File: config.mk
export PLATFORM = sky130hd
export DESIGN_NAME = mem_port_arbiter
export DESIGN_NICKNAME = d
export VERILOG_FILES = /design/src/rtl/mem_arb_pkg.sv /design/src/rtl/rr_arbiter2.sv /design/src/rtl/mem_port_arbiter.sv
export SDC_FILE = /design/constraint.sdc
export NUM_CORES = 1
export LEC_CHECK = 0
export CAP_MARGIN = 10
export CORE_MARGIN = 3
export CORE_UTILIZATION = 33
export DETAILED_ROUTE_END_ITERATION = 6
export GPL_TIMING_DRIVEN = 0
export PLACE_DENSITY = 0.7
export SETUP_SLACK_MARGIN = 0.02
export SYNTH_ARGS = -nofsm -noshare
export SYNTH_HDL_FRONTEND = slang
export SYNTH_SLANG_ARGS = --single-unit
File: constraint.sdc
create_clock -name g_clk -period 2.5 [get_ports g_clk]
set_clock_uncertainty 0.2 [all_clocks]
set_input_delay 0.25 -clock g_clk [delete_from_list [all_inputs] [get_ports g_clk]]
set_output_delay 0.25 -clock g_clk [all_outputs]
set_load 0.05 [all_outputs]
File: src/rtl/mem_arb_pkg.sv
// rtl/mem_arb_pkg.sv - shared encodings for the two-port memory arbiter
package mem_arb_pkg;

  localparam int LAT_CNT_W = 3;

  typedef enum logic [1:0] {
    IDLE   = 2'b00,
    ACCESS = 2'b01,
    DONE   = 2'b10
  } arb_state_t;

  typedef enum logic {
    OWN_I = 1'b0,
    OWN_D = 1'b1
  } owner_t;

endpackage

File: src/rtl/rr_arbiter2.sv
// rtl/rr_arbiter2.sv - combinational two-way round-robin pick between I and D
module rr_arbiter2
  import mem_arb_pkg::*;
(
  input  logic i_req,
  input  logic d_req,
  input  logic last_gnt,
  output logic grant_valid,
  output logic grant_owner
);

  always_comb begin
    grant_valid = i_req | d_req;
    grant_owner = OWN_I;
    if (i_req && d_req) begin
      // On a tie the requester that did not win last time goes first.
      grant_owner = ~last_gnt;
    end else if (d_req) begin
      grant_owner = OWN_D;
    end
  end

endmodule

File: src/rtl/mem_port_arbiter.sv
// rtl/mem_port_arbiter.sv - shares one synchronous RAM port between the I-fill and D-cache paths
module mem_port_arbiter
  import mem_arb_pkg::*;
#(
  parameter int A_WIDTH = 8,
  parameter int D_WIDTH = 16,
  parameter int MEM_LAT = 2
) (
  input  logic               g_clk,
  input  logic               g_clr,
  input  logic               i_req,
  input  logic [A_WIDTH-1:0] i_addr,
  output logic [D_WIDTH-1:0] i_rdata,
  output logic               i_done,
  input  logic               d_req,
  input  logic               d_we,
  input  logic [A_WIDTH-1:0] d_addr,
  input  logic [D_WIDTH-1:0] d_wdata,
  output logic [D_WIDTH-1:0] d_rdata,
  output logic               d_done,
  output logic               mem_en,
  output logic               mem_we,
  output logic [A_WIDTH-1:0] mem_addr,
  output logic [D_WIDTH-1:0] mem_wdata,
  input  logic [D_WIDTH-1:0] mem_rdata,
  output logic               busy
);

  localparam logic [LAT_CNT_W-1:0] LAT_INIT = LAT_CNT_W'(MEM_LAT - 1);

  arb_state_t             state_q, state_d;
  logic [LAT_CNT_W-1:0]   cnt_q;
  logic                   owner_q;
  logic                   last_gnt_q;
  logic [A_WIDTH-1:0]     addr_q;
  logic                   we_q;
  logic [D_WIDTH-1:0]     wdata_q;
  logic [D_WIDTH-1:0]     i_rdata_q;
  logic [D_WIDTH-1:0]     d_rdata_q;
  logic                   grant_valid;
  logic                   grant_owner;
  logic                   grant;
  logic                   last_cycle;

  rr_arbiter2 u_rr (
    .i_req       (i_req),
    .d_req       (d_req),
    .last_gnt    (last_gnt_q),
    .grant_valid (grant_valid),
    .grant_owner (grant_owner)
  );

  assign grant      = (state_q == IDLE) && grant_valid;
  assign last_cycle = (state_q == ACCESS) && (cnt_q == '0);

  always_ff @(posedge g_clk or negedge g_clr) begin
    if (!g_clr) begin
      state_q <= IDLE;
    end else begin
      state_q <= state_d;
    end
  end

  always_comb begin
    state_d   = state_q;
    mem_en    = 1'b0;
    mem_we    = 1'b0;
    mem_addr  = '0;
    mem_wdata = '0;
    i_done    = 1'b0;
    d_done    = 1'b0;
    busy      = 1'b0;
    case (state_q)
      IDLE: begin
        if (grant_valid) state_d = ACCESS;
      end
      ACCESS: begin
        busy      = 1'b1;
        mem_en    = 1'b1;
        mem_we    = we_q;
        mem_addr  = addr_q;
        mem_wdata = wdata_q;
        if (cnt_q == '0) state_d = DONE;
      end
      DONE: begin
        busy    = 1'b1;
        i_done  = (owner_q == OWN_I);
        d_done  = (owner_q == OWN_D);
        state_d = IDLE;
      end
      default: state_d = IDLE;
    endcase
  end

  // Request inputs are only looked at on the grant edge; everything after runs from the latches.
  always_ff @(posedge g_clk or negedge g_clr) begin
    if (!g_clr) begin
      cnt_q      <= '0;
      owner_q    <= OWN_D;
      last_gnt_q <= OWN_D;
      addr_q     <= '0;
      we_q       <= 1'b0;
      wdata_q    <= '0;
      i_rdata_q  <= '0;
      d_rdata_q  <= '0;
    end else begin
      if (grant) begin
        owner_q    <= grant_owner;
        last_gnt_q <= grant_owner;
        cnt_q      <= LAT_INIT;
        if (grant_owner == OWN_D) begin
          addr_q  <= d_addr;
          we_q    <= d_we;
          wdata_q <= d_wdata;
        end else begin
          addr_q  <= i_addr;
          we_q    <= 1'b0;
          wdata_q <= '0;
        end
      end else if (state_q == ACCESS && cnt_q != '0) begin
        cnt_q <= cnt_q - 1'b1;
      end

      if (last_cycle && !we_q) begin
        if (owner_q == OWN_D) begin
          d_rdata_q <= mem_rdata;
        end else begin
          i_rdata_q <= mem_rdata;
        end
      end
    end
  end

  assign i_rdata = i_rdata_q;
  assign d_rdata = d_rdata_q;

endmodule
Word level (Yosys, flattened, before mapping):

Cells that the tools add are included.

* mux-type cells: 17
* equality and inequality tests: 4
* reduce and logical (&&, ||, !) cells: 14
* add/subtract/negate cells: 1
* bitwise operators: 2

Operators by type and width (count)
* 16-bit two-way mux: 2
* 8-bit two-way mux: 2
* 1-bit two-way mux: 8
* 3-bit two-way mux: 2
* 2-bit AND reduction: 3
* 1-bit logical AND: 5
* 2-bit two-way mux: 2
* 2-bit != test (second input constant): 2
* 2-bit one-hot mux with 2 select lines: 1
* 3-bit zero test: 1
* 3-bit nonzero test: 1
* 3-bit by 1-bit subtractor with 3-bit output (second input constant): 1
* 2-bit by 1-bit equality test with 1-bit output (second input constant): 1
* 2-bit equality test (second input constant): 1
* 2-bit zero test: 1
* 2-bit nonzero test: 1
* 2-bit OR reduction: 1
* 1-bit zero test: 1
* 1-bit NOT: 1
* 1-bit OR: 1

* output and inout port bits: 61
* input port bits: 53
* logic and storage cells: 46
* register bits after elaboration: 63

Logic depth before layout (Yosys ltp):

Gate-level depths: netlist of the first run.

* depth in word-level cells: 4
* gate-level depth with buffers: 6
* depth with buffers taken out: 5

By module:

From an unflattened synthesis of the first run, not the netlist that was laid out.

* cell total of the unflattened synthesis: 247
* area total of the unflattened synthesis: 2836.5 sq um

By module, submodules not included
* mem_port_arbiter: sequential area each 1577.8 sq um, times used 1, area an instance 2822.7 sq um, cells each 245
* rr_arbiter2: sequential area each 0.0 sq um, times used 1, area an instance 13.8 sq um, cells each 2

Worst setup path before layout of the first run:

OpenSTA, ideal clock, no wires.

* kind: register to register
* start: reg state_q[1]
* end: reg i_rdata_q[0], in the netlist i_rdata[0]
* slack: 0.061 ns
* path buffers: 1
* data required time: 2.175 ns
* data arrival time: 2.114 ns
* setup time: 0.125 ns
* period minus slack after synthesis: 2.439 ns
* stages on the path, launching flop included: 7
* path through: dfrtp_1 inv_1 ha_1 inv_2 nor4_4 buf_6 mux2_4

* longest elaborated chain between the ends: 4

Ends and longest elaborated chain
* start, declared: line mem_port_arbiter.sv:31 `arb_state_t state_q, state_d;`
* start signal, assigned: line mem_port_arbiter.sv:60 `state_q <= state_d;`
* 2-bit by 1-bit equality test with 1-bit output: line mem_port_arbiter.sv:54 `assign last_cycle = (state_q == ACCESS) && (cnt_q == '0);`
* 1-bit logical AND: line mem_port_arbiter.sv:54
* 1-bit logical AND: line mem_port_arbiter.sv:124 `if (last_cycle && !we_q) begin`
* 2-bit AND reduction (no source line)
* end signal, assigned: line mem_port_arbiter.sv:128 `i_rdata_q <= mem_rdata;`
* end, declared: line mem_port_arbiter.sv:38 `logic [D_WIDTH-1:0] i_rdata_q;`

No other way between the ends.
A chain may end at the register's enable or synchronous reset.

Worst setup path in the final report of the first run:

* start: reg state_q[1]
* end: out mem_en

* longest elaborated chain between the ends: 2

Ends and longest elaborated chain
* 2-bit by 1-bit equality test with 1-bit output: line mem_port_arbiter.sv:73 `case (state_q)`
* 1-bit two-way mux: line mem_port_arbiter.sv:73
* end, declared: line mem_port_arbiter.sv:21 `output logic mem_en,`

No other way between the ends.

==> flow_metrics.tcl, run 1 <==
set metrics [dict create \
    synth.largest_area_cell "dfrtp_1" \
    fin_area_mm2 0.00419 \
    clock_latency_ps 330 \
    synth_nets 277 \
    place.gp.congestion 0.708 \
    viasPerCell 4.67 \
    min_period_over_period_pct 93.9 \
    grt_pass1_wl_um 11700 \
    pre_cts_ws_ps -484 \
    hp-class "in -> reg" \
    worstPathCellList "inv_1 > ha_2 > clkdlybuf4s50_1" \
    endpoint_kind "output port" \
    cts-root-buf "clkbuf_8" \
    start_util_pct 34.8 \
    ioPinCount 114 \
    crit_fanout 5 \
    ys_seq_area_share_pct 57.1 \
    cap_violations 0 \
    row_count 32 \
    dp.final_hpwl_um 4990 \
    portBuffers 113 \
    cts_tree "built" \
    fmax_mhz 426 \
    placed_cell_area_mm2 0.00402 \
    power_leakage_nw 1.87 \
    fp.dieH_um 97.5 \
    synth-seq-cells 63 \
    setup_viol 0 \
    crit_required_ps 2050 \
    diodes 0 \
    syn_area_per_cell_um2 12.6 \
    status "finished clean" \
    antenna_found_initial 0 \
    ir_worst_vdd_mv 0.666 \
    hold_violations 0 \
    arrival_ps 1900 \
    relSlewSlack_pct 46.8 \
    clock-sinks 63 \
    track_usage_pct 15.3 \
    path_clk_slew_ps 70 \
    h-tree-depth 3 \
    vias 2107 \
    synth.distinct_cells 31 \
    slew_viol_final 0 \
    drive_above_1_share_pct 25.2 \
    synth_area_mm2 0.00276 \
    yosys-top-cells-area "dfrtp_1 (56%), mux2_2 (9.0%), and2_1 (6.1%), mux2_4 (5.4%), a22o_1 (5.4%)" \
    drtIter0Drc 82 \
    crit_type "reg -> out" \
    wirelength_um 6930 \
    drt_first_pass_iters 4 \
    tightest_slew_ps 798 \
    final_antenna_net_count 0 \
    cts_buffers 9 \
    worst_slack_ps 154 \
    rsz0062_at_grt "no" \
    finalWorstPathRequiredPeriod_ps 2350 \
    cts_buffer_depth 2 \
    first_global_vias 2268 \
    drc_errors 0 \
    syn-instance-count 219 \
    die_x_um 97.5 \
    syn_to_final_growth_pct 51.8 \
    power_density_mw_per_mm2 1540 \
    wl_per_cell_um 15.4 \
    overflow 0 \
    hold_ws_ps 261 \
    synth.yosys.warnings 0 \
    finish.utilization_pct 52.9 \
    start_kind "flip-flop" \
    nNetsFinal 402 \
    core_mm2 0.00793 \
    dieArea_mm2 0.00951 \
    synth_top_area_share_pct 56.2 \
    tns_ps 0 \
    slowest_delay_ps 820 \
    slowest_stage "clkdlybuf4s50_1" \
    grt_max_degree 64 \
]
## through the flow
step | std cells | total power, mW
final | 451 | 6.45
after global routing | 451 | 6.85
after CTS | 451 | 6.51
after detailed placement | 434 | 5.71
after global placement | 434 | 5.66
after floorplan | 219 | 4.42
## critical path: cells and delay by family (launching register included)
kind	cells	cell delay (ps)
buffers and inverters	2	920
DFF	1	380
adders and majority gates	1	260
## power by group
group | total [mW] | leakage [nW] | switching, mW | internal [mW]
clock network | 0.842 | 0.0960 | 0.385 | 0.457
registers | 1.77 | 0.766 | 0.249 | 1.52
logic | 3.84 | 1.00 | 2.43 | 1.41
total | 6.45 | 1.87 | 3.06 | 3.38
## sequential cells by signal, indices dropped and copies added (netlist names)
register,flops
we_q,1
cnt_q,3
i_rdata,16
wdata_q,16
d_rdata,16
last_gnt_q,1
addr_q,8
state_q,2
## cell type report
cell class,instances,area [µm²]
fillers,721,3730
well taps,102,128
clock inverters,6,61.3
multi-input cells,139,1110
inverters,5,18.8
flip-flops and latches,63,1580
plain buffers,12,71.3
repair buffers,114,1100
clock buffers,10,128
## timing repair
item,4_1_cts,5_1_grt
endpoints found under the setup margin,26,26
gates resized for setup,90,25
setup buffers,0,0
hold endpoints to repair,62,0
hold buffers,1,0
## placed cells by master, fill, tap and decap left out, types with 6 or more instances in the layout
cell type,count
clkdlybuf4s15_2,10
clkbuf_8,9
nor2_1,10
clkbuf_4,12
nand2_1,9
and2_1,27
mux2_4,10
mux2_2,22
clkdlybuf4s50_1,85
dfrtp_1,62
clkbuf_2,6
a22o_1,17
a21oi_1,18
## per-layer routing
metal	vias to the layer above	part of all wire, %	track usage, %
li1	1012	-	-
met1	1022	44	19.3
met2	60	50	25.1
met3	13	4.4	4.24
met4	0	1.7	5.22
met5	-	0	0
## cells in the mapped netlist (all sizes together)
cell type  count
nand2b         1
a21o           1
a21oi         18
dfrtp         62
nor2          10
dfstp          1
o21ai          6
a21boi         1
or3            1
and2b          1
clkbuf         7
mux2i          1
nor4           1
nand2          9
nor3b          1
o21a           2
a21bo          1
mux2          32
a22o          17
nand3          2
inv            5
buf            5
nor2b          1
ha             5
nand4b         1
and2          27
## kinds of logic (layout without fill, tap and decap cells)
kind of cell | after synthesis | count (layout) | synth area share, %
AOI/OAI and AO/OA | 46 | 46 | 11.3
adders and majority gates | 5 | 5 | 2.26
buffers and inverters | 17 | 147 | 2.94
DFF | 63 | 63 | 57.1
muxes | 33 | 33 | 14.8
and+or+nand+nor | 55 | 55 | 11.6
## final timing paths
path	slack, ps	to	depth (start not counted)	from
worst max-delay path	150	mem_en	3	state_q[1]
worst min-delay path	260	addr_q[3]	3	i_addr[3]
worst max register to register	190	i_rdata[8]	6	state_q[1]
worst min register to register	300	wdata_q[2]	1	wdata_q[2]
max in group asynchronous	1220	d_rdata[8]	2	g_clr
min in group asynchronous	360	addr_q[6]	2	g_clr
Power figures use the tool's default switching activity.
==> run 2: changes to the inputs <==
- CELL_PAD_IN_SITES_DETAIL_PLACEMENT: default -> 1
- CELL_PAD_IN_SITES_GLOBAL_PLACEMENT: default -> 1
- PLACE_DENSITY: 0.7 -> 0.86
==> flow_metrics.tcl, run 2 (same netlist as run 1, synthesis figures left out) <==
set metrics [dict create \
    endpoint_kind "output port" \
    power_leakage_nw 1.88 \
    dieArea_mm2 0.00951 \
    worstPathCellList "inv_1 > ha_4 > clkbuf_4 > and2_1 > clkdlybuf4s15_1" \
    clock_latency_ps 330 \
    row_count 32 \
    diodes 0 \
    fp.dieH_um 97.5 \
    reg2reg_depth 6 \
    track_usage_pct 17.1 \
    slowest_delay_ps 490 \
    cp_num_buf_inv 3 \
    syn_to_final_growth_pct 51.9 \
    cts_tree "built" \
    r2r-end "i_rdata[14]" \
    setup_viol 0 \
    drive_above_1_share_pct 25.2 \
    hold_path.startpoint "i_addr[4]" \
    power_density_mw_per_mm2 1560 \
    r2r-start "state_q[1]" \
    finalWorstPathRequiredPeriod_ps 2360 \
    cts_setup_buffers 0 \
    viasPerCell 4.83 \
    vias 2179 \
    slew_viol_final 0 \
    start_util_pct 34.8 \
    core_mm2 0.00793 \
    antenna_found_initial 0 \
    cp_top_family "buffers and inverters" \
    wl_per_cell_um 17.1 \
    whs_endpoint "addr_q[4]" \
    cts_buffers 9 \
    drtIter0Drc 38 \
    hold_depth 3 \
    reg2reg_slack_ps 220 \
    dp.final_hpwl_um 5640 \
    final_cell_mix "clkdlybuf4s50_1 (84), dfrtp_1 (62), and2_1 (27), mux2_2 (22), a21oi_1 (18)" \
    hold_violations 0 \
    final_antenna_net_count 0 \
    overflow 0 \
    crit_type "reg -> out" \
    portBuffers 113 \
    finish.utilization_pct 52.9 \
    layout_commonest_cell "clkdlybuf4s50_1" \
    cts-root-buf "clkbuf_8" \
    clock-sinks 63 \
    cap_violations 0 \
    nNetsFinal 402 \
    die_x_um 97.5 \
    hold_ws_ps 251 \
    fillers 832 \
    crit_required_ps 2050 \
    status "finished clean" \
    drc_errors 0 \
    h-tree-depth 3 \
    slowest_stage "clkdlybuf4s15_1" \
    rsz0062_at_grt "no" \
    grt_max_degree 64 \
    ioPinCount 114 \
    tightest_slew_ps 813 \
    min_period_over_period_pct 94.4 \
    cts_buffer_depth 2 \
    drt_first_pass_iters 5 \
    fmax_mhz 424 \
    ir_worst_vdd_mv 0.598 \
    wirelength_um 7720 \
    hp-class "in -> reg" \
    place.gp.congestion 0.711 \
    crit_fanout 10 \
    finalPower_mw 6.53 \
    grt_pass1_wl_um 12900 \
    start_kind "flip-flop" \
    relSlewSlack_pct 45.8 \
    first_global_vias 2429 \
    arrival_ps 1910 \
    path_clk_slew_ps 70 \
]
## run 2: changes by cell type in the layout (fill, tap and decap cells not counted), sizes merged
cell and delta:
clkinv -1, clkinvlp +1, clkdlybuf4s15 +1, dlymetal6s2s +1, clkdlybuf4s50 -1, clkbuf -10
buf +9
## run 2: final cells by class
| type | instances | area, µm² | area share (%) |
|---|---|---|---|
| plain buffers | 12 | 71.3 | 1.70 |
| well taps | 102 | 128 | 3.04 |
| multi-input cells | 139 | 1120 | 26.6 |
| clock inverters | 6 | 60.1 | 1.43 |
| repair buffers | 114 | 1090 | 25.9 |
| clock buffers | 10 | 138 | 3.28 |
| inverters | 5 | 18.8 | 0.447 |
| flip-flops and latches | 63 | 1580 | 37.6 |
## run 2: repair_timing
| item | in CTS | in global routing |
|---|---|---|
| gates resized for setup | 95 | 12 |
| setup endpoints to repair | 27 | 29 |
| cloned | 0 | 0 |
| pin swaps | 0 | 0 |
| hold buffers | 1 | 0 |
| endpoints found under the hold margin | 62 | 0 |
## run 2: report_power, final
group	internal, mW	leakage (nW)	switching (mW)
clock network	0.482	0.0981	0.407
registers	1.52	0.766	0.266
logic	1.39	1.02	2.47
## run 2: worst max-delay path by stage
| stage | from | end | slack, ps | depth (start not counted) |
|---|---|---|---|---|
| 4_1_cts | state_q[1] | mem_we | 20 | 5 |
| 2_1_floorplan | state_q[1] | i_rdata[0] | 60 | 6 |
| 5_1_grt | state_q[1] | mem_wdata[0] | 20 | 5 |
| 3_5_place_dp | state_q[1] | mem_addr[4] | -510 | 6 |
| 6_report | state_q[1] | mem_wdata[0] | 140 | 5 |
| 3_3_place_gp | g_clr | i_rdata[10] | -1150 | 1 |
## run 2: worst register-to-register path, delay by kind of cell, from the launching register on
kind	cells	cell delay, ps
flops	1	390
buf+inv	3	480
mux	1	330
simple gates	1	580
fa+ha+maj	1	200
## run 2: through the flow
step,setup WS (ps),instances,cell area [µm²],setup TNS (ps)
6_report,139,451,4200,0
5_1_grt,24.5,451,4200,0
4_1_cts,20.2,451,4200,0
3_5_place_dp,-510,434,4020,-5910
3_3_place_gp,-1150,434,4020,-76540
2_1_floorplan,61.3,219,2760,0
## run 2: per-layer routing
layer | vias to the layer above | global-route usage (%) | routed length, µm
li1 | 1015 | - | -
met1 | 1086 | 20.5 | 3170
met2 | 70 | 29.5 | 4080
met3 | 8 | 4.09 | 397
met4 | 0 | 6.60 | 82
met5 | - | 0 | 0
